==> config.mk <==
export PLATFORM = sky130hd
export DESIGN_NAME = vertex_pe_mac
export DESIGN_NICKNAME = d
export VERILOG_FILES = /design/src/rtl/vertex_pe_mac.sv
export SDC_FILE = /design/constraint.sdc
export NUM_CORES = 1
export LEC_CHECK = 0
export ABC_AREA = 1
export BUFFER_PORTS_ARGS = -buffer_cell sky130_fd_sc_hd__buf_4
export CAP_MARGIN = 20
export CORE_ASPECT_RATIO = 1.4
export CORE_MARGIN = 5
export CORE_UTILIZATION = 40
export CTS_BUF_LIST = sky130_fd_sc_hd__clkbuf_8
export DETAILED_ROUTE_END_ITERATION = 12
export PLACE_DENSITY_LB_ADDON = 0.08
export SYNTH_ARGS = -nofsm -noshare
export SYNTH_HDL_FRONTEND = slang
export SYNTH_SLANG_ARGS = --single-unit
==> constraint.sdc <==
create_clock -name clk -period 8.4 [get_ports clk]
set_input_delay 0.42 -clock clk [delete_from_list [all_inputs] [get_ports clk]]
set_output_delay 0.42 -clock clk [all_outputs]
set_load 0.02 [all_outputs]
==> src/rtl/vertex_pe_mac.sv <==
// GNN combination-phase vertex PE: NUM_MULT-wide multiply, adder-tree reduce, per-node accumulate.
// Optional output ReLU is enabled by defining VERTEX_PE_RELU_EN.

module vertex_pe_lane #(
  parameter int FV_W = 16
) (
  input  logic            clk,
  input  logic            reset,
  input  logic            en,
  input  logic [FV_W-1:0] w,
  input  logic [FV_W-1:0] fv,
  output logic [FV_W-1:0] prod
);
  // Product is deliberately evaluated at FV_W bits: the upper half is discarded.
  always_ff @(posedge clk or negedge reset) begin
    if (!reset)  prod <= '0;
    else if (en) prod <= w * fv;
  end
endmodule

module vertex_pe_mac #(
  parameter int NUM_MULT = 4,
  parameter int FV_W     = 16,
  parameter int NODE_W   = 10,
  parameter int CNT_W    = 16
) (
  input  logic                     clk,
  input  logic                     reset,
  input  logic                     in_valid,
  output logic                     in_ready,
  input  logic [NUM_MULT*FV_W-1:0] weight_in,
  input  logic [NUM_MULT*FV_W-1:0] fv_in,
  input  logic [NODE_W-1:0]        node_id_in,
  input  logic                     in_last,
  output logic                     out_valid,
  input  logic                     out_ready,
  output logic [FV_W-1:0]          vertex_out,
  output logic [NODE_W-1:0]        node_id_out,
  output logic [CNT_W-1:0]         nodes_done
);
  localparam int LG = $clog2(NUM_MULT);

  typedef struct packed {
    logic [NODE_W-1:0] id;
    logic              last;
  } s1_meta_t;

  logic                          stall, xfer;
  logic [NUM_MULT-1:0][FV_W-1:0] prod;
  s1_meta_t                      s1_meta;
  logic                          s1_valid;
  logic [FV_W-1:0]               acc, sum, total, result;

  assign stall    = out_valid & ~out_ready;
  assign in_ready = ~stall;
  assign xfer     = in_valid & in_ready;

  // S1: one multiplier lane per weight/feature pair
  for (genvar i = 0; i < NUM_MULT; i++) begin : g_lane
    vertex_pe_lane #(.FV_W(FV_W)) u_lane (
      .clk  (clk),
      .reset(reset),
      .en   (xfer),
      .w    (weight_in[i*FV_W +: FV_W]),
      .fv   (fv_in[i*FV_W +: FV_W]),
      .prod (prod[i])
    );
  end

  always_ff @(posedge clk or negedge reset) begin
    if (!reset) begin
      s1_meta  <= '0;
      s1_valid <= 1'b0;
    end else if (!stall) begin
      s1_valid <= xfer;
      if (xfer) s1_meta <= '{id: node_id_in, last: in_last};
    end
  end

  // Binary adder tree; each level is its own signal so no level feeds back on itself.
  for (genvar l = 0; l <= LG; l++) begin : g_lvl
    logic [(NUM_MULT>>l)-1:0][FV_W-1:0] s;
    if (l == 0) begin : g_leaf
      assign s = prod;
    end else begin : g_node
      for (genvar j = 0; j < (NUM_MULT>>l); j++) begin : g_add
        assign s[j] = g_lvl[l-1].s[2*j] + g_lvl[l-1].s[2*j+1];
      end
    end
  end

  assign sum   = g_lvl[LG].s[0];
  assign total = acc + sum;

`ifdef VERTEX_PE_RELU_EN
  assign result = total[FV_W-1] ? '0 : total;
`else
  assign result = total;
`endif

  // S2: accumulate, or close the node and publish the result
  always_ff @(posedge clk or negedge reset) begin
    if (!reset) begin
      acc         <= '0;
      vertex_out  <= '0;
      node_id_out <= '0;
      out_valid   <= 1'b0;
    end else if (!stall) begin
      // Not stalled means any held result is being taken this cycle.
      out_valid <= s1_valid & s1_meta.last;
      if (s1_valid) begin
        if (s1_meta.last) begin
          vertex_out  <= result;
          node_id_out <= s1_meta.id;
          acc         <= '0;
        end else begin
          acc <= total;
        end
      end
    end
  end

  always_ff @(posedge clk or negedge reset) begin
    if (!reset)                      nodes_done <= '0;
    else if (out_valid && out_ready) nodes_done <= nodes_done + 1'b1;
  end
endmodule

-- Word-level counts from Yosys, hierarchy flattened
Index checks and enable logic that the tools add are counted.
- bits in registers: 135
- bits of input ports: 143
- output and inout bits: 44
- $add $sub $neg: 5
- $mul: 4
- muxes and demuxes: 1
- bitwise logic cells: 5
- reduce and logical (&&, ||, !) cells: 4
- operator list (operator ; number):
    adder 16 bit ; 4
    multiplier 16 x 16 -> 16 bit ; 4
    adder 16 x 1 -> 16 bit, second input constant ; 1
    two-way mux 16 bit ; 1
    AND reduction 2 bit ; 2
    AND 1 bit ; 3
    AND reduction 3 bit ; 1
    NOT 1 bit ; 2
    logical AND 1 bit ; 1

-- Logic depth before layout (Yosys ltp)
- depth after elaboration: 5
- mapped depth: 29
- gate-level depth less buffers: 28

-- Modules after synthesis
Synthesis repeated with hierarchy kept, for this count alone.
- cells, all modules: 3470
- area, all modules: 24943.9 um^2
- by module, submodules not included (module ; times used ; cells each ; area an instance (um^2) ; sequential area each (um^2)):
    vertex_pe_lane at g_lane[2].u_lane ; 1 ; 724 ; 5017.3 ; 400.4
    vertex_pe_mac ; 1 ; 608 ; 5008.6 ; 1776.7
    vertex_pe_lane at g_lane[0].u_lane ; 1 ; 719 ; 5001.0 ; 400.4
    vertex_pe_lane at g_lane[1].u_lane ; 1 ; 714 ; 4982.3 ; 400.4
    vertex_pe_lane at g_lane[3].u_lane ; 1 ; 705 ; 4934.7 ; 400.4

-- Worst setup path after synthesis
OpenSTA, ideal clock, no wires.
- path type: input port to flip-flop
- start: in fv_in[33]
- end: reg g_lane[2].u_lane.prod[14]
- library setup time: 0.118 ns
- data arrival time: 5.322 ns
- setup slack: 2.960 ns
- stages on the path: 22
- cells stage by stage: buf_2 -> clkbuf_1 -> nand2_1 -> fa_1 -> fa_1 -> fa_1 -> fa_1 -> inv_1 -> fa_1 -> inv_1 -> fa_1 -> inv_1 -> ha_1 -> a21oi_1 -> o21a_1 -> nand3_1 -> nand2_1 -> a21oi_1 -> or2_1 -> or2_0 -> nand3_1 -> nand2_1
- longest elaborated chain between the ends: 1
- RTL lines (element ; RTL line ; RTL):
    start, declared ; 32 ; input logic [NUM_MULT*FV_W-1:0] fv_in,
    multiplier 16 x 16 -> 16 bit ; 17 ; else if (en) prod <= w * fv;
    end signal, assigned ; 17 ;
    end, declared ; 12 ; output logic [FV_W-1:0] prod
No other way between the ends.
A chain may end at the register's enable or synchronous reset.

-- Final worst setup path
- start: in fv_in[1]
- end: reg g_lane[0].u_lane.prod[14]
- longest elaborated chain between the ends: 1
- RTL lines (element ; RTL line):
    multiplier 16 x 16 -> 16 bit ; 17
    end signal, assigned ; 17
    end, declared ; 12
No other way between the ends.

==> impl_metrics.tcl <==
set metrics [dict create \
    timing.final.crit_share_pct 59.8 \
    num_io_pins 187 \
    tritoncts "built" \
    slew_viol_final 0 \
    seq_area_um2 3380 \
    dpl.hpwl_mm 52.8 \
    first_pass_iters 5 \
    grt_max_degree 89 \
    multi_input_area_um2 16700 \
    die_h_um 299 \
    dp_cells 4038 \
    synth-edff-count 0 \
    core_area_um2 59400 \
    ys_seq_area_share_pct 14.2 \
    finalSetupViolCount 0 \
    routabilityCongestion 0.860 \
    cts_setup_buffers 0 \
    cp_cell_sequence "buf_4 -> nand2_1 -> fa_1 -> fa_1 -> fa_1 -> fa_1 -> inv_1 -> fa_1 -> inv_1 -> fa_1 -> inv_1 -> ha_1 -> a21oi_1 -> o21a_1 -> nand3_1 -> a21oi_1 -> o21bai_1 -> or2_2 -> nand3_1 -> nand2_1" \
    maxCapViolCount 0 \
    reg2reg_depth 16 \
    hold_class "in2reg" \
    fmax_mhz 199 \
    synth_fp_nets 3925 \
    crit_family "adder cells" \
    num_rows 106 \
    synth_cell_types 44 \
    post-route-min-period_ps 5020 \
    start_util_pct 40.2 \
    wire_per_inst_um 15.6 \
    grt_setup_unrepaired "false" \
    outcome "finished clean" \
    grt_pass1_vias 20700 \
    ys_ff_latch 135 \
    vdd_ir_drop_max_v 0.000541 \
    drt_iter0_markers 877 \
    route.vias.total 19100 \
    cp.buffers_inverters 4 \
    vias_per_cell 4.69 \
    cp-start-kind "input pin" \
    min_delay_path_depth 3 \
    yosysWarnings 0 \
    worstSkewPairLatency_ps 470 \
    leakage_uw 0.0160 \
    cp-end-kind "flip-flop" \
    reg2reg_to "acc[15]$_DFFE_PN0P_" \
    cts_buffer_depth 2 \
    syn_to_final_growth_pct 9.79 \
    hp-start "node_id_in[8]" \
    antenna_found_initial 1 \
    fillers 6157 \
    tns_ps 0 \
    die_area_um2 64700 \
    final_common_cell "nand2_1" \
    fin_nets 4022 \
    ant_nets 0 \
    hold_viol 0 \
    crit_required_ps 8750 \
    grt.overflow.total 0 \
    cts_buffers 17 \
    clk_pin_slew_ps 80 \
    synth_cells 3205 \
    instances_no_fill 4072 \
    io_buffer_count 186 \
    crit_path_max_incr_delay_ps 590 \
    whs_endpoint "s1_meta[9]$_DFFE_PN0P_" \
    cpMaxStageDelayCell "fa_1" \
    timing.rr.start "acc[1]$_DFFE_PN0P_" \
    grt_pass1_wl_mm 106 \
    syn-mean-instance-area_um2 7.45 \
    layout-drive-gt1-share_pct 7.90 \
    track_usage_pct 20.3 \
    async_reset_ff_share_pct 100 \
    drc_errors 0 \
    slew_headroom_pct 42.5 \
    final_cell_mix "1,016 x nand2_1, 871 x inv_1, 364 x fa_1" \
    p_per_area_nw_per_um2 428 \
    syn_area_um2 23900 \
    crit_arrival_ps 5370 \
    cts_root_buf "clkbuf_8" \
    synth_flop_cell "dfrtp_1" \
    fp.dieW_um 216 \
    skew_ps 18.1 \
    htree_levels 4 \
    reg2reg_slack_ps 4410 \
    crit_type "in2reg" \
    crit_top_cell "fa_1" \
    wirelength_mm 63.6 \
    clkSinkCount 135 \
    worst_pin_slew_ps 863 \
    crit_fanout 16 \
]
==> what timing repair did <==
action / CTS / global route
hold buffers: 1 / 0
hold endpoints to repair: 4 / 0
gates resized for setup: 0 / 0
==> worst reg2reg max path, delay by kind of cell (launching register included) <==
family,cells,cell delay (ps)
fa+ha+maj,5,2160
compound gates,2,460
flops,1,420
buf+inv,2,90
simple gates,7,780
==> state kept, by name, summed over array words and instances (netlist names) <==
signal and flops:
g_lane.u_lane.prod 64, acc 16, nodes_done 16, vertex_out 16, s1_meta 11, node_id_out 10, out_valid 1, s1_valid 1
==> cell type report <==
type                       count  share of cell area, %
timing repair buffer         191                   5.50
inverter                     881                   12.6
clock buffer                  21                   1.10
sequential                   135                   12.9
clock inverter                11                  0.735
antenna                        1                0.00955
multi-input combinational   2076                   63.5
tap                          756                   3.61
==> kinds of logic after synthesis <==
| family | count (synthesis) | synth area share (%) |
|---|---|---|
| buffers and inverters | 994 | 16.1 |
| AOI/OAI and AO/OA | 177 | 4.03 |
| and+or+nand+nor | 1237 | 20.8 |
| muxes | 1 | 0.0472 |
| DFF | 135 | 14.2 |
| adders and majority gates | 577 | 41.7 |
| xor gates and xnor gates | 84 | 3.14 |
==> power by group <==
| group | internal, uW | switching, uW |
|---|---|---|
| registers | 932 | 245 |
| logic | 3660 | 5720 |
| clock network | 386 | 270 |
| total | 4970 | 6230 |
==> worst max path at each step <==
| stage | startpoint | endpoint | slack, ps | depth (start not counted) |
|---|---|---|---|---|
| 2_1_floorplan | fv_in[33] | g_lane[2].u_lane.prod[14]$_DFFE_PN0P_ | 2960 | 22 |
| 5_1_grt | fv_in[1] | g_lane[0].u_lane.prod[14]$_DFFE_PN0P_ | 3120 | 20 |
| 3_5_place_dp | fv_in[33] | g_lane[2].u_lane.prod[14]$_DFFE_PN0P_ | 2910 | 21 |
| 4_1_cts | fv_in[1] | g_lane[0].u_lane.prod[14]$_DFFE_PN0P_ | 3410 | 20 |
| 6_report | fv_in[1] | g_lane[0].u_lane.prod[14]$_DFFE_PN0P_ | 3380 | 20 |
| 3_3_place_gp | fv_in[33] | g_lane[2].u_lane.prod[14]$_DFFE_PN0P_ | 2880 | 21 |
==> Yosys cell counts, types with 11 or more instances <==
cell / count / area, um^2
clkbuf_1: 64 / 240
xor2_1: 44 / 385
xnor2_1: 38 / 333
nand3_1: 116 / 581
dfrtp_1: 135 / 3380
fa_1: 364 / 7290
buf_4: 16 / 120
nand3b_1: 14 / 105
inv_2: 11 / 41.3
nor2_1: 41 / 154
buf_2: 24 / 120
ha_1: 213 / 2670
inv_1: 870 / 3270
nand2_2: 16 / 100
a21oi_1: 56 / 280
o21ai_0: 83 / 415
nand2_1: 1017 / 3820
==> per-stage QoR <==
stage,hold WS [ps],power [uW],setup WS (ps),utilization (%),instance area [um^2]
2_1_floorplan,124,8040,2960,-,23900
3_3_place_gp,466,10600,2880,43.3,25700
3_5_place_dp,470,10700,2910,43.3,25700
4_1_cts,137,11400,3410,44.1,26200
5_1_grt,171,12700,3120,44.1,26200
6_report,177,11200,3380,44.1,26200
==> routing by layer <==
layer / wire length, um / track usage, % / vias up
met4: 1470 / 5.18 / 0
met2: 34400 / 38.8 / 344
met1: 25900 / 24.3 / 9232
met5: 0 / 0 / -
li1: - / - / 9440
met3: 1890 / 1.84 / 75
No activity file was read; power rests on OpenSTA's default activity.
